### config.mk
export PLATFORM = sky130hd
export DESIGN_NAME = sync_fifo_prog
export DESIGN_NICKNAME = d
export VERILOG_FILES = /design/src/rtl/sync_fifo_pkg.sv /design/src/rtl/sync_fifo_mem.sv /design/src/rtl/sync_fifo_prog.sv
export SDC_FILE = /design/constraint.sdc
export NUM_CORES = 1
export LEC_CHECK = 0
export BUFFER_PORTS_ARGS = -buffer_cell sky130_fd_sc_hd__buf_2
export CORE_ASPECT_RATIO = 0.5
export CORE_MARGIN = 2
export CORE_UTILIZATION = 60
export CTS_BUF_LIST = sky130_fd_sc_hd__clkbuf_16
export CTS_CLUSTER_SIZE = 10
export DETAILED_ROUTE_END_ITERATION = 6
export PLACE_DENSITY = 0.79
export SLEW_MARGIN = 40
export SYNTH_ARGS = -nofsm -noshare
export SYNTH_HDL_FRONTEND = slang
export SYNTH_SLANG_ARGS = --single-unit
### constraint.sdc
create_clock -name clk -period 7.6 [get_ports clk]
set_clock_uncertainty 0.15 [all_clocks]
set_input_delay 0.76 -clock clk [delete_from_list [all_inputs] [get_ports clk]]
set_output_delay 0.76 -clock clk [all_outputs]
set_load 0.005 [all_outputs]
### src/rtl/sync_fifo_pkg.sv
// Shared constants and types for the programmable synchronous FIFO and its fifo_if users.
package sync_fifo_pkg;

    localparam int unsigned FIFO_DATA_W = 8;
    localparam int unsigned FIFO_DEPTH  = 16;
    localparam int unsigned FIFO_CNT_W  = $clog2(FIFO_DEPTH + 1);

    typedef logic [FIFO_DATA_W-1:0] data_t;
    typedef logic [FIFO_CNT_W-1:0]  cnt_t;

endpackage

### src/rtl/sync_fifo_mem.sv
// Simple dual-port storage for sync_fifo_prog: synchronous write, registered read port,
// or a combinational read port when SYNC_FIFO_FWFT_EN is defined.
module sync_fifo_mem #(
    parameter int unsigned DATA_W = 8,
    parameter int unsigned DEPTH  = 16,
    parameter int unsigned AW     = $clog2(DEPTH)
) (
    input  logic              clk_i,
`ifndef SYNC_FIFO_FWFT_EN
    input  logic              rst_ni,
    input  logic              rd_en_i,
`endif
    input  logic              wr_en_i,
    input  logic [AW-1:0]     wr_addr_i,
    input  logic [DATA_W-1:0] wr_data_i,
    input  logic [AW-1:0]     rd_addr_i,
    output logic [DATA_W-1:0] rd_data_o
);

    // Storage is deliberately left out of reset.
    logic [DATA_W-1:0] mem_q [DEPTH];

    always_ff @(posedge clk_i) begin
        if (wr_en_i) begin
            mem_q[wr_addr_i] <= wr_data_i;
        end
    end

`ifdef SYNC_FIFO_FWFT_EN
    assign rd_data_o = mem_q[rd_addr_i];
`else
    logic [DATA_W-1:0] rd_data_q;

    always_ff @(posedge clk_i or negedge rst_ni) begin
        if (!rst_ni) begin
            rd_data_q <= '0;
        end else if (rd_en_i) begin
            rd_data_q <= mem_q[rd_addr_i];
        end
    end

    assign rd_data_o = rd_data_q;
`endif

endmodule

### src/rtl/sync_fifo_prog.sv
// Single-clock FIFO with programmable almost-full/empty thresholds and sticky error flags.
// Define SYNC_FIFO_FWFT_EN for first-word fall-through reads; default is one-cycle read latency.
module sync_fifo_prog
    import sync_fifo_pkg::*;
#(
    parameter int unsigned DATA_W = FIFO_DATA_W,
    parameter int unsigned DEPTH  = FIFO_DEPTH,
    parameter int unsigned CNT_W  = $clog2(DEPTH + 1)
) (
    input  logic              clk,
    input  logic              rstn,
    input  logic              i_wren,
    input  logic [DATA_W-1:0] i_wrdata,
    input  logic              i_rden,
    output logic [DATA_W-1:0] o_rddata,
    input  logic [CNT_W-1:0]  i_alm_full_thr,
    input  logic [CNT_W-1:0]  i_alm_empty_thr,
    input  logic              i_clr_err,
    output logic [CNT_W-1:0]  o_count,
    output logic              o_empty,
    output logic              o_alm_empty,
    output logic              o_full,
    output logic              o_alm_full,
    output logic              o_overflow,
    output logic              o_underflow
);

    localparam int unsigned     AW       = $clog2(DEPTH);
    localparam logic [CNT_W-1:0] FULL_CNT = CNT_W'(DEPTH);

    logic [AW-1:0]     wr_ptr_q, wr_ptr_d;
    logic [AW-1:0]     rd_ptr_q, rd_ptr_d;
    logic [CNT_W-1:0]  count_q, count_d;
    logic              empty_q, empty_d;
    logic              full_q, full_d;
    logic              alm_empty_q, alm_empty_d;
    logic              alm_full_q, alm_full_d;
    logic              ovf_q, ovf_d;
    logic              unf_q, unf_d;
    logic              wr_ok, rd_ok;
    logic [DATA_W-1:0] mem_rdata;

    always_comb begin
        // A write into a full FIFO is only safe when a read frees the slot in the same cycle.
        wr_ok = i_wren & (~full_q | i_rden);
        rd_ok = i_rden & ~empty_q;

        wr_ptr_d = wr_ok ? wr_ptr_q + AW'(1) : wr_ptr_q;
        rd_ptr_d = rd_ok ? rd_ptr_q + AW'(1) : rd_ptr_q;
        count_d  = count_q + CNT_W'(wr_ok) - CNT_W'(rd_ok);

        empty_d     = (count_d == '0);
        full_d      = (count_d == FULL_CNT);
        alm_empty_d = (count_d <= i_alm_empty_thr);
        alm_full_d  = (count_d >= i_alm_full_thr);

        // New error beats a simultaneous clear.
        ovf_d = (i_wren & full_q & ~i_rden) | (ovf_q & ~i_clr_err);
        unf_d = (i_rden & empty_q) | (unf_q & ~i_clr_err);
    end

    always_ff @(posedge clk or negedge rstn) begin
        if (!rstn) begin
            wr_ptr_q    <= '0;
            rd_ptr_q    <= '0;
            count_q     <= '0;
            empty_q     <= 1'b1;
            full_q      <= 1'b0;
            alm_empty_q <= 1'b1;
            alm_full_q  <= 1'b0;
            ovf_q       <= 1'b0;
            unf_q       <= 1'b0;
        end else begin
            wr_ptr_q    <= wr_ptr_d;
            rd_ptr_q    <= rd_ptr_d;
            count_q     <= count_d;
            empty_q     <= empty_d;
            full_q      <= full_d;
            alm_empty_q <= alm_empty_d;
            alm_full_q  <= alm_full_d;
            ovf_q       <= ovf_d;
            unf_q       <= unf_d;
        end
    end

    sync_fifo_mem #(
        .DATA_W (DATA_W),
        .DEPTH  (DEPTH),
        .AW     (AW)
    ) u_mem (
        .clk_i     (clk),
`ifndef SYNC_FIFO_FWFT_EN
        .rst_ni    (rstn),
        .rd_en_i   (rd_ok),
`endif
        .wr_en_i   (wr_ok),
        .wr_addr_i (wr_ptr_q),
        .wr_data_i (i_wrdata),
        .rd_addr_i (rd_ptr_q),
        .rd_data_o (mem_rdata)
    );

`ifdef SYNC_FIFO_FWFT_EN
    // Head word is stale memory while empty; present zero instead.
    assign o_rddata = empty_q ? '0 : mem_rdata;
`else
    assign o_rddata = mem_rdata;
`endif

    assign o_count     = count_q;
    assign o_empty     = empty_q;
    assign o_full      = full_q;
    assign o_alm_empty = alm_empty_q;
    assign o_alm_full  = alm_full_q;
    assign o_overflow  = ovf_q;
    assign o_underflow = unf_q;

endmodule

==> qor.json <==
{
  "place": {
    "place_worst_setup_slack_ns": 3.36,
    "placedInstanceArea_mm2": 0.00685,
    "io_buffer_count": 41,
    "routabilityCongestion": 0.882,
    "dp.cells": 594,
    "place_hpwl_mm": 8.52
  },
  "layout": {
    "fin_cells": 625,
    "areaGrowthSynthToFinish_pct": 12.2,
    "nFillCells": 639,
    "layout.core_utilization_pct": 70.7,
    "antenna_cells": 0,
    "layout-drive-gt1-share_pct": 17.7,
    "post_layout_instance_area_mm2": 0.00738,
    "final_net_count": 515
  },
  "yosys": {
    "number_of_flops_mapped_to_enable_cells_by_yosys": 128,
    "cell_taking_the_most_area_after_synthesis": "edfxtp_1",
    "yosysWarningCount": 0,
    "post_synth_instance_area_mm2": 0.00658,
    "post_synth_num_cell_types": 45,
    "synthesis.area_per_instance_um2": 15.5,
    "synth_area_leaders": "edfxtp_1 58%, mux2i_1 9.7%, dfrtp_1 9.5%",
    "synth_sequential_area_ratio_pct": 68.7,
    "synth.top_cell.area_share_pct": 58.4,
    "postSynthCellCount": 424,
    "postSynthNetCount": 466,
    "yosys_register_bits": 155,
    "most_common_library_cells_after_synthesis": "128 x edfxtp_1, 64 x mux2i_1, 25 x dfrtp_1",
    "ys_dominant_reg_cell": "edfxtp_1",
    "synth_async_sr_flop_share_pct": 17.4,
    "synth_most_common_cell": "edfxtp_1"
  },
  "cts": {
    "clk_lat_worst_skew_ns": 0.42,
    "tritoncts_clock_tree": "done",
    "clock_tree.root_cell": "clkbuf_16",
    "clock-sinks": 155,
    "cts.hold.buffers_added": 0,
    "clk_pin_slew_ns": 0.06,
    "post_cts_buffers": 0,
    "number_of_cts_inserted_buffers": 17,
    "ctsResizeCount": 0,
    "ctsLongestPathBuffers": 2,
    "h_tree_lvls": 4
  },
  "global_routing": {
    "gr-usage-all-layers_pct": 23.8,
    "antenna_found_initial": 0,
    "grt_first_pass_wirelength_mm": 20.5,
    "grt_max_degree": 44,
    "gr-total-overflow": 0,
    "grt_pass1_vias": 3670
  },
  "detailed_routing": {
    "final_antenna_net_count": 0,
    "drt_iter0_drc": 364,
    "drt_drc_violations_left": 0,
    "detail_route.wirelength_mm": 13.3,
    "firstDrtPassIters": 5,
    "drt-vias-per-instance": 5.94,
    "detailed_route_via_count": 3715,
    "routedWlPerCell_um": 21.4
  },
  "sta": {
    "worst_slack_ns": 3.61,
    "finalHoldWorstSlack_ns": 0.195,
    "worst_slew_pin_slew_ns": 0.808,
    "final-max-slew-violation-count": 0,
    "final-hold-violation-count": 0,
    "max_freq_ghz": 0.251,
    "slew_headroom_pct": 46.1,
    "finalSetupViolCount": 0,
    "timing.setup.tns_ns": 0,
    "fin_crit_ns": 3.99,
    "unrepaired_setup_endpoints_after_global_routing": "false",
    "min_period_over_period_pct": 52.4
  },
  "power_and_ir_drop": {
    "power_per_cell_area_mw_per_mm2": 404,
    "finalPower_mw": 2.99,
    "ir_worst_vdd_mv": 0.342,
    "total_leakage_power_nw": 2.82
  },
  "floorplanning": {
    "dieHeight_um": 78.1,
    "floorplan.rows": 26,
    "die_area_mm2": 0.0119,
    "fp.coreArea_mm2": 0.0104,
    "start_util_pct": 63.0,
    "dieWidth_um": 152,
    "pin_count": 42
  },
  "run": {
    "maximum_capacitance_violations": 0
  },
  "critical_path": {
    "arrival_ns": 4.14,
    "cp_data_required_time_ns": 7.75,
    "timing.critical_path.fanout_max": 19,
    "critical_path_class": "flip-flop to flip-flop",
    "endpoint_kind": "flip-flop",
    "worst_setup_path_start_kind": "flip-flop"
  },
  "run_status": {
    "run_status": "finished, final reports clean"
  },
  "hold_path": {
    "min-delay-path-class": "primary input to asynchronous set/reset pin"
  }
}
## cells in the final DEF (no fill, tap or decap), drive strengths merged, types with 16 or more instances in the layout
| master | instances |
|---|---|
| edfxtp | 128 |
| mux2i | 64 |
| ha | 18 |
| nand2 | 16 |
| a22oi | 24 |
| dfrtp | 25 |
| buf | 52 |
| clkbuf | 17 |
| inv | 29 |
## routing by layer
metal | up-vias | share of wire [%] | GRT usage (%)
met2 | 129 | 48 | 37.1
met1 | 1869 | 44 | 32.6
li1 | 1704 | - | -
met3 | 13 | 7.5 | 8.67
met4 | 0 | 0.85 | 5.89
met5 | - | 0 | 0
## power by group
| part | internal, mW | switching [mW] |
|---|---|---|
| clock | 0.442 | 0.320 |
| sequential | 1.08 | 0.118 |
| combinational | 0.442 | 0.588 |
| total | 1.96 | 1.03 |
## worst max-delay path, stage by stage, from the launching register on
cell and delay, ns:
dfstp_2 0.54, nand2b_1 0.60, inv_1 0.20, ha_1 0.33
inv_1 0.04, ha_1 0.20, fa_1 0.40, a21o_1 0.20
a21oi_1 0.18, xnor2_1 0.25, ha_1 0.34, and3_1 0.16
a211o_1 0.28
## kinds of logic (layout without fill, tap and decap cells)
family / after synthesis / count (layout) / share of synthesized area, %
mux: 64 / 64 / 9.73
compound gates: 62 / 62 / 6.39
simple gates: 67 / 67 / 5.42
flops: 155 / 155 / 68.7
xor+xnor: 10 / 10 / 1.54
buf+inv: 47 / 108 / 4.49
fa+ha+maj: 19 / 19 / 3.73
## final cells by class
| cell class | count | area [um^2] | share of cell area (%) |
|---|---|---|---|
| sequential | 155 | 4530 | 61.3 |
| multi-input combinational | 222 | 1770 | 23.9 |
| clock buffer | 17 | 425 | 5.76 |
| timing repair buffer | 52 | 288 | 3.90 |
| tap | 140 | 175 | 2.37 |
| clock inverter | 14 | 109 | 1.47 |
| inverter | 25 | 93.8 | 1.27 |
## final timing paths
path / startpoint / end / slack (ns) / cells past startpoint
worst max-delay path: o_empty / o_alm_full / 3.61 / 12
worst min-delay path: rstn / u_mem.rd_data_o[6] / 0.19 / 1
worst max register to register: o_empty / o_alm_full / 3.61 / 12
worst min register to register: u_mem.rd_data_o[3] / u_mem.rd_data_o[3] / 0.37 / 2
max in group asynchronous: rstn / rd_ptr_q[1] / 6.65 / 1
min in group clk: u_mem.rd_data_o[3] / u_mem.rd_data_o[3] / 0.37 / 2
## flip-flops by register name, summed over array words and instances, names as in the netlist
signal and cells:
wr_ptr_q 4, u_mem.mem_q 128, o_underflow 1, o_full 1
o_count 5, rd_ptr_q 4, o_empty 1, o_alm_empty 1
o_overflow 1, o_alm_full 1, u_mem.rd_data_o 8
No activity file was read; power rests on OpenSTA's default activity.
